===== src/rtl/data_mem_master_if.sv =====
// data_mem_master_if: core request port and DataMemory port of data_mem_master.
//   master (the controller): in  req, we, size, signed_ld, addr, wdata, mem_readdata
//                            out ready, done, rdata, err, mem_memwrite, mem_endereco, mem_writedata
//   slave  (core + memory) : the same signals with the opposite directions
interface data_mem_master_if #(parameter int ADDR_W = 32);
  logic req, we, signed_ld, ready, done, err, mem_memwrite;
  logic [1:0] size;
  logic [ADDR_W-1:0] addr, mem_endereco;
  logic [31:0] wdata, rdata, mem_writedata, mem_readdata;
  modport master(
    input req, we, size, signed_ld, addr, wdata, mem_readdata,
    output ready, done, rdata, err, mem_memwrite, mem_endereco, mem_writedata
  );
  modport slave(
    output req, we, size, signed_ld, addr, wdata, mem_readdata,
    input ready, done, rdata, err, mem_memwrite, mem_endereco, mem_writedata
  );
endinterface


===== src/rtl/data_mem_master.sv =====
// data_mem_master: turns byte/half/word load-store requests into word-aligned DataMemory cycles.
//   clk, rst_n : clock, asynchronous active-low reset
//   bus        : core handshake (req/we/size/signed_ld/addr/wdata -> ready/done/rdata/err)
//                and DataMemory port (mem_memwrite/mem_endereco/mem_writedata <- mem_readdata)
module data_mem_master #(parameter int ADDR_W = 32) (
  input logic clk,
  input logic rst_n,
  data_mem_master_if.master bus
);
  typedef enum logic [1:0] {IDLE, RD, WR, RESP} state_t;
  state_t state, nxt;
  logic we_q, sgn_q, err_q, acc, bad;
  logic [1:0] size_q, off_q;
  logic [4:0] sh;
  logic [31:0] wdata_q, mask, merged, lane, ld;
  assign acc = (state == IDLE) && bus.req;
  assign bad = (bus.size == 2'b11) | ((bus.size == 2'b01) & bus.addr[0]) |
               ((bus.size == 2'b10) & (|bus.addr[1:0]));
  assign bus.ready = state == IDLE;
  assign bus.done = state == RESP;
  assign bus.err = bus.done & err_q;
  // Combinational so an asynchronous reset drops the strobe immediately.
  assign bus.mem_memwrite = state == WR;
  // Lane offset in bits; halfword accesses are aligned so off_q is 0 or 2.
  assign sh = {off_q, 3'b000};
  assign mask = (size_q == 2'b00 ? 32'h0000_00FF : 32'h0000_FFFF) << sh;
  assign merged = (bus.mem_readdata & ~mask) | ((wdata_q << sh) & mask);
  assign lane = bus.mem_readdata >> sh;
  assign ld = size_q == 2'b00 ? {{24{sgn_q & lane[7]}}, lane[7:0]} :
              size_q == 2'b01 ? {{16{sgn_q & lane[15]}}, lane[15:0]} : bus.mem_readdata;
  always_ff @(posedge clk or negedge rst_n)
    if (!rst_n) state <= IDLE;
    else state <= nxt;
  always_comb begin
    nxt = IDLE;
    nxt = state == IDLE ? (!bus.req ? IDLE : bad ? RESP :
                           (bus.we && bus.size == 2'b10) ? WR : RD) :
          state == RD   ? (we_q ? WR : RESP) :
          state == WR   ? RESP : IDLE;
  end
  always_ff @(posedge clk or negedge rst_n) begin
    if (!rst_n) begin
      we_q <= 1'b0;
      sgn_q <= 1'b0;
      err_q <= 1'b0;
      size_q <= 2'b00;
      off_q <= 2'b00;
      wdata_q <= '0;
      bus.rdata <= '0;
      bus.mem_endereco <= '0;
      bus.mem_writedata <= '0;
    end else begin
      if (acc) begin
        we_q <= bus.we;
        sgn_q <= bus.signed_ld;
        err_q <= bad;
        size_q <= bus.size;
        off_q <= bus.addr[1:0];
        wdata_q <= bus.wdata;
        bus.mem_endereco <= {bus.addr[ADDR_W-1:2], 2'b00};
        if (!bad && bus.we && bus.size == 2'b10) bus.mem_writedata <= bus.wdata;
      end
      // The read word is consumed on the closing edge of RD: merged for sub-word stores, extended for loads.
      if (state == RD && we_q) bus.mem_writedata <= merged;
      if (state == RD && !we_q) bus.rdata <= ld;
    end
  end
endmodule


===== src/flat_wrapper.sv =====
// flat-port wrapper written by rule: the top's interface ports become plain ports
module data_mem_master_flat 
#(parameter int ADDR_W = 32)
  (clk, rst_n, bus_req, bus_we, bus_size, bus_signed_ld, bus_addr, bus_wdata, bus_mem_readdata, bus_ready, bus_done, bus_rdata, bus_err, bus_mem_memwrite, bus_mem_endereco, bus_mem_writedata);
  data_mem_master_if #(.ADDR_W(ADDR_W)) bus_i ();
  input logic clk;
  input logic rst_n;
  input wire logic [$bits(bus_i.req)-1:0] bus_req;
  input wire logic [$bits(bus_i.we)-1:0] bus_we;
  input wire logic [$bits(bus_i.size)-1:0] bus_size;
  input wire logic [$bits(bus_i.signed_ld)-1:0] bus_signed_ld;
  input wire logic [$bits(bus_i.addr)-1:0] bus_addr;
  input wire logic [$bits(bus_i.wdata)-1:0] bus_wdata;
  input wire logic [$bits(bus_i.mem_readdata)-1:0] bus_mem_readdata;
  output wire logic [$bits(bus_i.ready)-1:0] bus_ready;
  output wire logic [$bits(bus_i.done)-1:0] bus_done;
  output wire logic [$bits(bus_i.rdata)-1:0] bus_rdata;
  output wire logic [$bits(bus_i.err)-1:0] bus_err;
  output wire logic [$bits(bus_i.mem_memwrite)-1:0] bus_mem_memwrite;
  output wire logic [$bits(bus_i.mem_endereco)-1:0] bus_mem_endereco;
  output wire logic [$bits(bus_i.mem_writedata)-1:0] bus_mem_writedata;
  assign bus_i.req = bus_req;
  assign bus_i.we = bus_we;
  assign bus_i.size = bus_size;
  assign bus_i.signed_ld = bus_signed_ld;
  assign bus_i.addr = bus_addr;
  assign bus_i.wdata = bus_wdata;
  assign bus_i.mem_readdata = bus_mem_readdata;
  assign bus_ready = bus_i.ready;
  assign bus_done = bus_i.done;
  assign bus_rdata = bus_i.rdata;
  assign bus_err = bus_i.err;
  assign bus_mem_memwrite = bus_i.mem_memwrite;
  assign bus_mem_endereco = bus_i.mem_endereco;
  assign bus_mem_writedata = bus_i.mem_writedata;
  data_mem_master #(.ADDR_W(ADDR_W)) u_core (.clk(clk), .rst_n(rst_n), .bus(bus_i));
endmodule

===== config.mk =====
export PLATFORM = sky130hd
export DESIGN_NAME = data_mem_master_flat
export DESIGN_NICKNAME = d
export VERILOG_FILES = /design/src/rtl/data_mem_master_if.sv /design/src/rtl/data_mem_master.sv /design/src/flat_wrapper.sv
export SDC_FILE = /design/constraint.sdc
export NUM_CORES = 1
export LEC_CHECK = 0
export CELL_PAD_IN_SITES_DETAIL_PLACEMENT = 1
export CELL_PAD_IN_SITES_GLOBAL_PLACEMENT = 1
export CORE_MARGIN = 2
export CORE_UTILIZATION = 35
export DETAILED_ROUTE_END_ITERATION = 7
export PLACE_DENSITY_LB_ADDON = 0.15
export SLEW_MARGIN = 20
export SYNTH_ARGS = -nofsm -noshare
export SYNTH_HDL_FRONTEND = slang
export SYNTH_SLANG_ARGS = --single-unit

===== constraint.sdc =====
create_clock -name clk -period 2 [get_ports clk]
set_input_delay 0.6 -clock clk [delete_from_list [all_inputs] [get_ports clk]]
set_output_delay 0.6 -clock clk [all_outputs]
set_load 0.05 [all_outputs]

==> results.txt, run 1 <==
- Accumulated negative setup slack: 0 ns
- Overflow left after global routing: 0
* # diodes: 0
- Proportion of synthesized flip-flops having asynchronous set or reset: 1.00
- The finished cells cover 9120 um^2.
- Count of pins on the block boundary: 203
* Most repeated cell in the gate-level netlist after synthesis: sky130_fd_sc_hd__dfrtp_1
- The synthesized design contains 119 register bits.
* PwrDens: 2020 nW/um^2
* Length in cells of the worst reg-to-reg path: 7
* First drt pass iteration count: 5
- Data on the critical path is required at its endpoint by 2.28 ns.
- Static timing analysis puts the maximum clock frequency at 508 MHz.
- Detailed placement HPWL: 15500 um
- Cells on Worst Hold Path: 2
- The tightest hold path in the finished design has a slack of 0.482 ns.
- Standard cell with the maximum stage delay on the critical path: sky130_fd_sc_hd__or4_4
- Entering global routing, the biggest net connects 62 pins.
- Die boundary height: 136 um
* Leading register cell type out of synthesis: sky130_fd_sc_hd__dfrtp_1
- Reg-to-reg setup timing slack: 0.17 ns
- By count the netlist is led by sky130_fd_sc_hd__dfrtp_1, sky130_fd_sc_hd__mux2_2, sky130_fd_sc_hd__nand3_1, sky130_fd_sc_hd__o211ai_1, sky130_fd_sc_hd__mux2i_1.
- The final count of pins violating max slew is 0.
- Placeable core region: 17200 um^2
* Cell type group with the largest total delay on the critical path: simple AND/OR/NAND/NOR gates
- Clock tree buffer depth: 2
- Between clock sinks in the finished design, the worst skew comes to 0.0115 ns.
- Number of nets in the finished design: 883
- Number of endpoints with negative hold slack in the final report: 0
- Final weighted congestion in routability-driven placement: 0.837
- Rows: 48
- Summing every instance area after synthesis gives 6090 um^2.
* Worst supply voltage drop on vdd: 0.973 mV
* Routed vias/inst: 5.30
- STA classifies the critical path endpoint as a flip-flop.
* Die Wd: 136 um
- Fill cells in the final layout number 1864.
- Input and output buffers added on the ports amount to 200.
- Die ar.: 18500 um^2
* Share of the synthesized area in the top cell type: 0.489
- TritonCTS sink count: 119
- For this block, the routed nets add up to 21000 um of wire.
- Final WS setup: 0.0317 ns
- Total number of vias: 5373
- Subtracting the final worst setup slack from the clock period gives 1.97 ns.
* Min-delay src: u_core.err_q
* Wire length of the first global-routing pass: 32600 um
* Detail-routed net length per standard cell: 20.7 um
- Of all cell types, the one taking the most synthesized area is sky130_fd_sc_hd__dfrtp_1.
- Gate Count Post-Synth: 559
- Antenna violations before repair: 0
- The startpoint identified for the worst register-to-register timing path is u_core.state[1].
- R2R Path End: u_core.bus.mem_writedata[12]
* Layout overhead on the synthesized area: 49.7%
- Yosys printed 0 warnings.
- The critical path in this run is classified as input pin to flip-flop.
- DRC violations left: 0
- Clock latency at the later pin of the worst-skew pair: 0.42 ns
- Across every metal layer, demand over resource in global routing totals 0.234.
- Of the synthesized area, sequential elements account for 0.489.
- Critical path buffer and inverter count: 2
- Area of the multi-input gates: 2910 um^2
- Of the cells placed in the final design, the portion with a size suffix greater than 1 is 0.357.
- TritonCTS created 17 clock buffers.
- Top cells by area, synth: sky130_fd_sc_hd__dfrtp_1, sky130_fd_sc_hd__mux2_2, sky130_fd_sc_hd__mux2i_1, sky130_fd_sc_hd__nand3_2, sky130_fd_sc_hd__o211ai_1
- The detailed router finished its first iteration with 278 violations.
- Pre-CTS worst setup slack: -0.404 ns
- Number of enable-type register cells in the synthesized netlist: 0
- Crit path cell chain: clkdlybuf4s50_1, or2_4, or4_4, buf_12, nand3_2, o211ai_1
- Final critical-path share of the clock period: 0.984
- TritonCTS built the clock tree.
* Initial core utilization: 0.355
* Vias in the first global route: 5877
* Setup violations, final: 0
* Crit path max fanout: 32
* Root Buffer Master: sky130_fd_sc_hd__clkbuf_16
- Result of the run: finished clean
- Storage cell area: 2980 um^2
- Worst setup SP type: input pin
* Endpoint arrival time on the critical path: 2.25 ns
- Cell area after placement: 8410 um^2
- LEAKAGE: 3.98 nW
* End point of the most critical hold path: u_core.err_q
- Number of max-capacitance violations reported: 0
- A synthesized cell averages 10.9 um^2.
- Htree depth: 4
- The detail route stage leaves a number of antenna-violating nets equal to 0.
* Critical Path Max Stage Delay: 0.53 ns
- Setup repair after global routing left no endpoint under its margin.
* Hold WC Path Type: flip-flop to flip-flop
- Number of distinct library cells after synthesis: 41
* Clock input transition at the sequential cells of the worst setup and hold paths: 0.06 ns
## logic make-up (layout without fill, tap and decap cells)
| group | count (synthesis) | after routing | synth area share |
|---|---|---|---|
| AOI/OAI and AO/OA | 114 | 114 | 0.120 |
| and+or+nand+nor | 174 | 174 | 0.171 |
| muxes | 94 | 94 | 0.169 |
| adders and majority gates | 4 | 4 | 0.00822 |
| buffers and inverters | 53 | 282 | 0.0417 |
| DFF | 119 | 119 | 0.489 |
| other | 1 | 2 | 0.000616 |
## per-stage QoR
stage	total power (W)	util	cells
global route	0.0194	0.531	1014
detailed placement	0.0150	0.490	980
floorplan	0.0114	-	560
CTS	0.0186	0.530	1013
finish	0.0184	0.531	1014
global placement	0.0146	0.490	980
## placed cells by master, fill, tap and decap left out, drive strengths merged, types with 2 or more instances in the layout
master,count
bufinv,5
a21oi,25
ha,4
a221o,5
nand3b,5
inv,7
mux2i,33
a41oi,2
o211ai,35
dfrtp,119
o21ai,34
conb,2
and3b,2
nand3,78
nand2,29
nor2,22
buf,143
o221ai,8
nor3,2
clkdlybuf4s50,101
o22ai,3
or2,2
clkinvlp,3
mux2,60
nor2b,5
clkinv,3
nand2b,23
clkbuf,19
## tightest hold or removal path: stages, from the launching register on
cell	delay (ns)
sky130_fd_sc_hd__dfrtp_1	0.34
sky130_fd_sc_hd__nand2_1	0.04
sky130_fd_sc_hd__o21ai_0	0.06
## sequential cells by signal, summed over array words and instances, names as in the netlist
| signal | cells |
|---|---|
| u_core.state | 2 |
| u_core.bus.rdata | 32 |
| u_core.size_q | 2 |
| u_core.we_q | 1 |
| u_core.err_q | 1 |
| u_core.sgn_q | 1 |
| u_core.bus.mem_endereco | 30 |
| u_core.off_q | 2 |
| u_core.wdata_q | 16 |
| u_core.bus.mem_writedata | 32 |
## metal layers
metal / part of all wire / track usage / wire (um)
met1: 0.40 / 0.282 / 8470
met2: 0.51 / 0.398 / 10700
met3: 0.068 / 0.0671 / 1430
met4: 0.020 / 0.0885 / 425
met5: 0 / 0 / 0
## report_power, final
group / total [W] / switching, W / internal, W
Combinational: 0.0104 / 0.00662 / 0.00377
Sequential: 0.00455 / 0.000912 / 0.00364
Clock: 0.00347 / 0.00118 / 0.00229
Total: 0.0184 / 0.00872 / 0.00970
## area by class of cell
type                       instances  area share
tap                              225      0.0309
clock buffer                      19      0.0497
inverter                           5     0.00206
timing repair buffer             245       0.247
sequential                       119       0.327
clock inverter                    13      0.0237
multi-input combinational        388       0.320
## worst max-delay path by stage
stage                    startpoint                            to  cells after the start
global route            bus_addr[0]  u_core.bus.mem_writedata[12]                      6
global placement        bus_addr[0]  u_core.bus.mem_writedata[20]                      6
floorplan           u_core.state[0]                       bus_err                      2
detailed placement      bus_addr[0]   u_core.bus.mem_writedata[4]                      6
CTS                 u_core.state[0]                       bus_err                      3
finish                  bus_addr[0]  u_core.bus.mem_writedata[12]                      6
## what timing repair did
item                                    4_1_cts  5_1_grt
endpoints found under the setup margin        2        4
resized for setup                             2        4
pin swaps                                     0        1
hold endpoints to repair                      7        0
hold buffers                                  1        0
setup buffers                                 0        1
(Power assumes the default switching activity.)
==> run 2, diff against run 1 <==
CORE_ASPECT_RATIO = 1.2   (was not set)
==> results.txt, run 2 (same netlist as run 1, synthesis figures left out) <==
- Across all register-to-register paths, the minimum setup slack is 0.09 ns.
- The routed design could run at a clock period as short as 1.97 ns.
- Vias in the first global route: 5995
- In this run the worst hold path is classified as input pin to async pin.
* Crit path cell chain: ha_2, and2_1, buf_12
* Max Slew Vio Count: 0
- The first global-routing pass estimated 33600 um of wire.
- After global routing the overflow that remains totals 0.
- Number of max-capacitance violations reported: 0
* Most frequent cells in the layout: sky130_fd_sc_hd__buf_4, sky130_fd_sc_hd__dfrtp_1, sky130_fd_sc_hd__clkdlybuf4s50_1
* Die Wd: 124 um
- The worst setup path is captured at a primary output.
- The cell sitting at the root of the clock tree is a sky130_fd_sc_hd__clkbuf_16.
* Required time of the critical path: 1.40 ns
- Worst R2R Start: u_core.state[0]
* Number of nets in the finished design: 887
- Layout Skew: 0.00687 ns
- Critical Path Max Stage Delay: 0.40 ns
- Total number of vias: 5419
* Antenna-violating nets left: 0
* Count of pins on the block boundary: 203
- Crit path max fanout: 3
* Final critical-path share of the clock period: 0.983
* Setup violations, final: 0
- Rows: 52
* Hold slack: 0.114 ns
- The worst setup path is launched from a flip-flop.
- Met3 wirelength from detailed routing: 1340 um
* Fraction of layout cells with a size suffix above 1: 0.351
* Standard cell with the maximum stage delay on the critical path: sky130_fd_sc_hd__dfrtp_1
* Clock latency at the later pin of the worst-skew pair: 0.42 ns
- Clock input transition at the sequential cells of the worst setup and hold paths: 0.06 ns
* Filler Cell Count: 1788
* LEAKAGE: 3.99 nW
* Result of the run: finished clean
- Summed over all nets, wire length on met2 after detailed routing comes to 11300 um.
- Final weighted congestion in routability-driven placement: 0.803
- Buffers placed on the I/O ports in this run total 200.
- Antenna violations before repair: 0
- Die boundary height: 149 um
- PwrDens: 1990 nW/um^2
* Initial DRC Count: 267
- The core region is 17000 um^2.
- The worst register-to-register path has a depth of 7.
- TritonCTS built the clock tree.
* TritonCTS buffer count: 17
* Most common cell after layout, fill and taps aside: sky130_fd_sc_hd__buf_4
- Pin count of the biggest net entering global routing: 42
- Clock tree buffer depth: 2
- Overall routing resource usage: 0.232
- For this block, the routed nets add up to 21500 um of wire.
- IR analysis of the VDD net gives a maximum drop of 0.992 mV.
- From synthesis to final layout, the design area changed by 48.3%.
- TritonCTS sink count: 119
- For this configuration, the core starts out at a cell density of 0.359.
- Accumulated negative setup slack: 0 ns
- Once the clock tree was built, the setup fixing pass inserted 0 buffers.
- The largest registers in the layout are u_core.bus.mem_writedata (32), u_core.bus.rdata (32), u_core.bus.mem_endereco (30).
* Number of endpoints with negative hold slack in the final report: 0
* Die ar.: 18500 um^2
* RSZ-0062 raised after global routing: yes
* WL met1: 8570 um
* First drt pass iteration count: 5
- For this run, design rule violations remaining after detail routing come to 0.
- Timing would allow up to 509 MHz.
- Detail-routed net length per standard cell: 21.3 um
- Critical Setup Path Class: flip-flop to primary output
* # diodes: 0
- R2R Path End: u_core.bus.mem_writedata[0]
* Top routing layer used: met4
- For the worst setup path, the data arrival time is 1.37 ns.
- Htree depth: 4
- The HPWL after detailed placement is 15700 um.
- Routed vias/inst: 5.37
==> run 2: stage by stage <==
step | setup slack [ns] | power, W | utilization | instances | area [um^2]
global placement | -0.341 | 0.0147 | 0.496 | 975 | 8420
finish | 0.0348 | 0.0180 | 0.532 | 1009 | 9030
detailed placement | -0.397 | 0.0150 | 0.496 | 975 | 8420
global route | -0.0266 | 0.0189 | 0.532 | 1009 | 9030
floorplan | 0.0705 | 0.0114 | - | 560 | 6110
CTS | 0.0135 | 0.0180 | 0.528 | 1007 | 8970
==> run 2: repair_timing <==
item                                    in CTS  in global routing
endpoints found under the hold margin        0                  0
pin swaps                                    0                  2
endpoints found under the setup margin       1                  6
gates cloned                                 0                  2
resized for setup                            1                  3
hold buffers                                 0                  0
==> run 2: layout make-up <==
cell class                      instances  area, um^2  area share
Sequential cell                       119        2980       0.330
Multi-Input combinational cell        388        2900       0.321
Timing Repair Buffer                  249        2320       0.257
Clock buffer                           22         444      0.0492
Tap cell                              216         270      0.0299
Clock inverter                         10         105      0.0116
Inverter                                5        18.8     0.00208
==> run 2: worst max-delay path: cells and delay by family (launching register included) <==
kind,cells,cell delay (ns)
simple gates,1,0.17
flops,1,0.40
buf+inv,1,0.15
fa+ha+maj,1,0.22
==> run 2: report_power, final <==
| group | switching, W | internal [W] | leakage (nW) | total (W) |
|---|---|---|---|---|
| combinational | 0.00663 | 0.00380 | 2.30 | 0.0104 |
| sequential | 0.000928 | 0.00364 | 1.42 | 0.00457 |
| clock | 0.00114 | 0.00182 | 0.267 | 0.00296 |
==> run 2: layer usage <==
metal  vias up  global-route usage
li1       2464                   -
met4         0              0.0640
met3        22              0.0723
met1      2736               0.272
met5         -                   0
met2       197               0.411
==> run 2: how the worst max path moves through the flow <==
stage,start,to,slack (ns),depth (start not counted)
floorplan,u_core.state[0],bus_err,0.07,2
global placement,bus_addr[0],u_core.bus.mem_writedata[23],-0.34,6
detailed placement,bus_addr[0],u_core.bus.mem_writedata[5],-0.40,6
CTS,u_core.state[1],bus_err,0.01,3
global route,u_core.state[0],bus_err,-0.03,3
finish,u_core.state[0],bus_err,0.03,3
==> run 3, diff against run 2 <==
CTS_CLUSTER_SIZE = 10   (was not set)
==> results of run 3 <==
Final layout, timing and power as in run 2 (identical DEF).
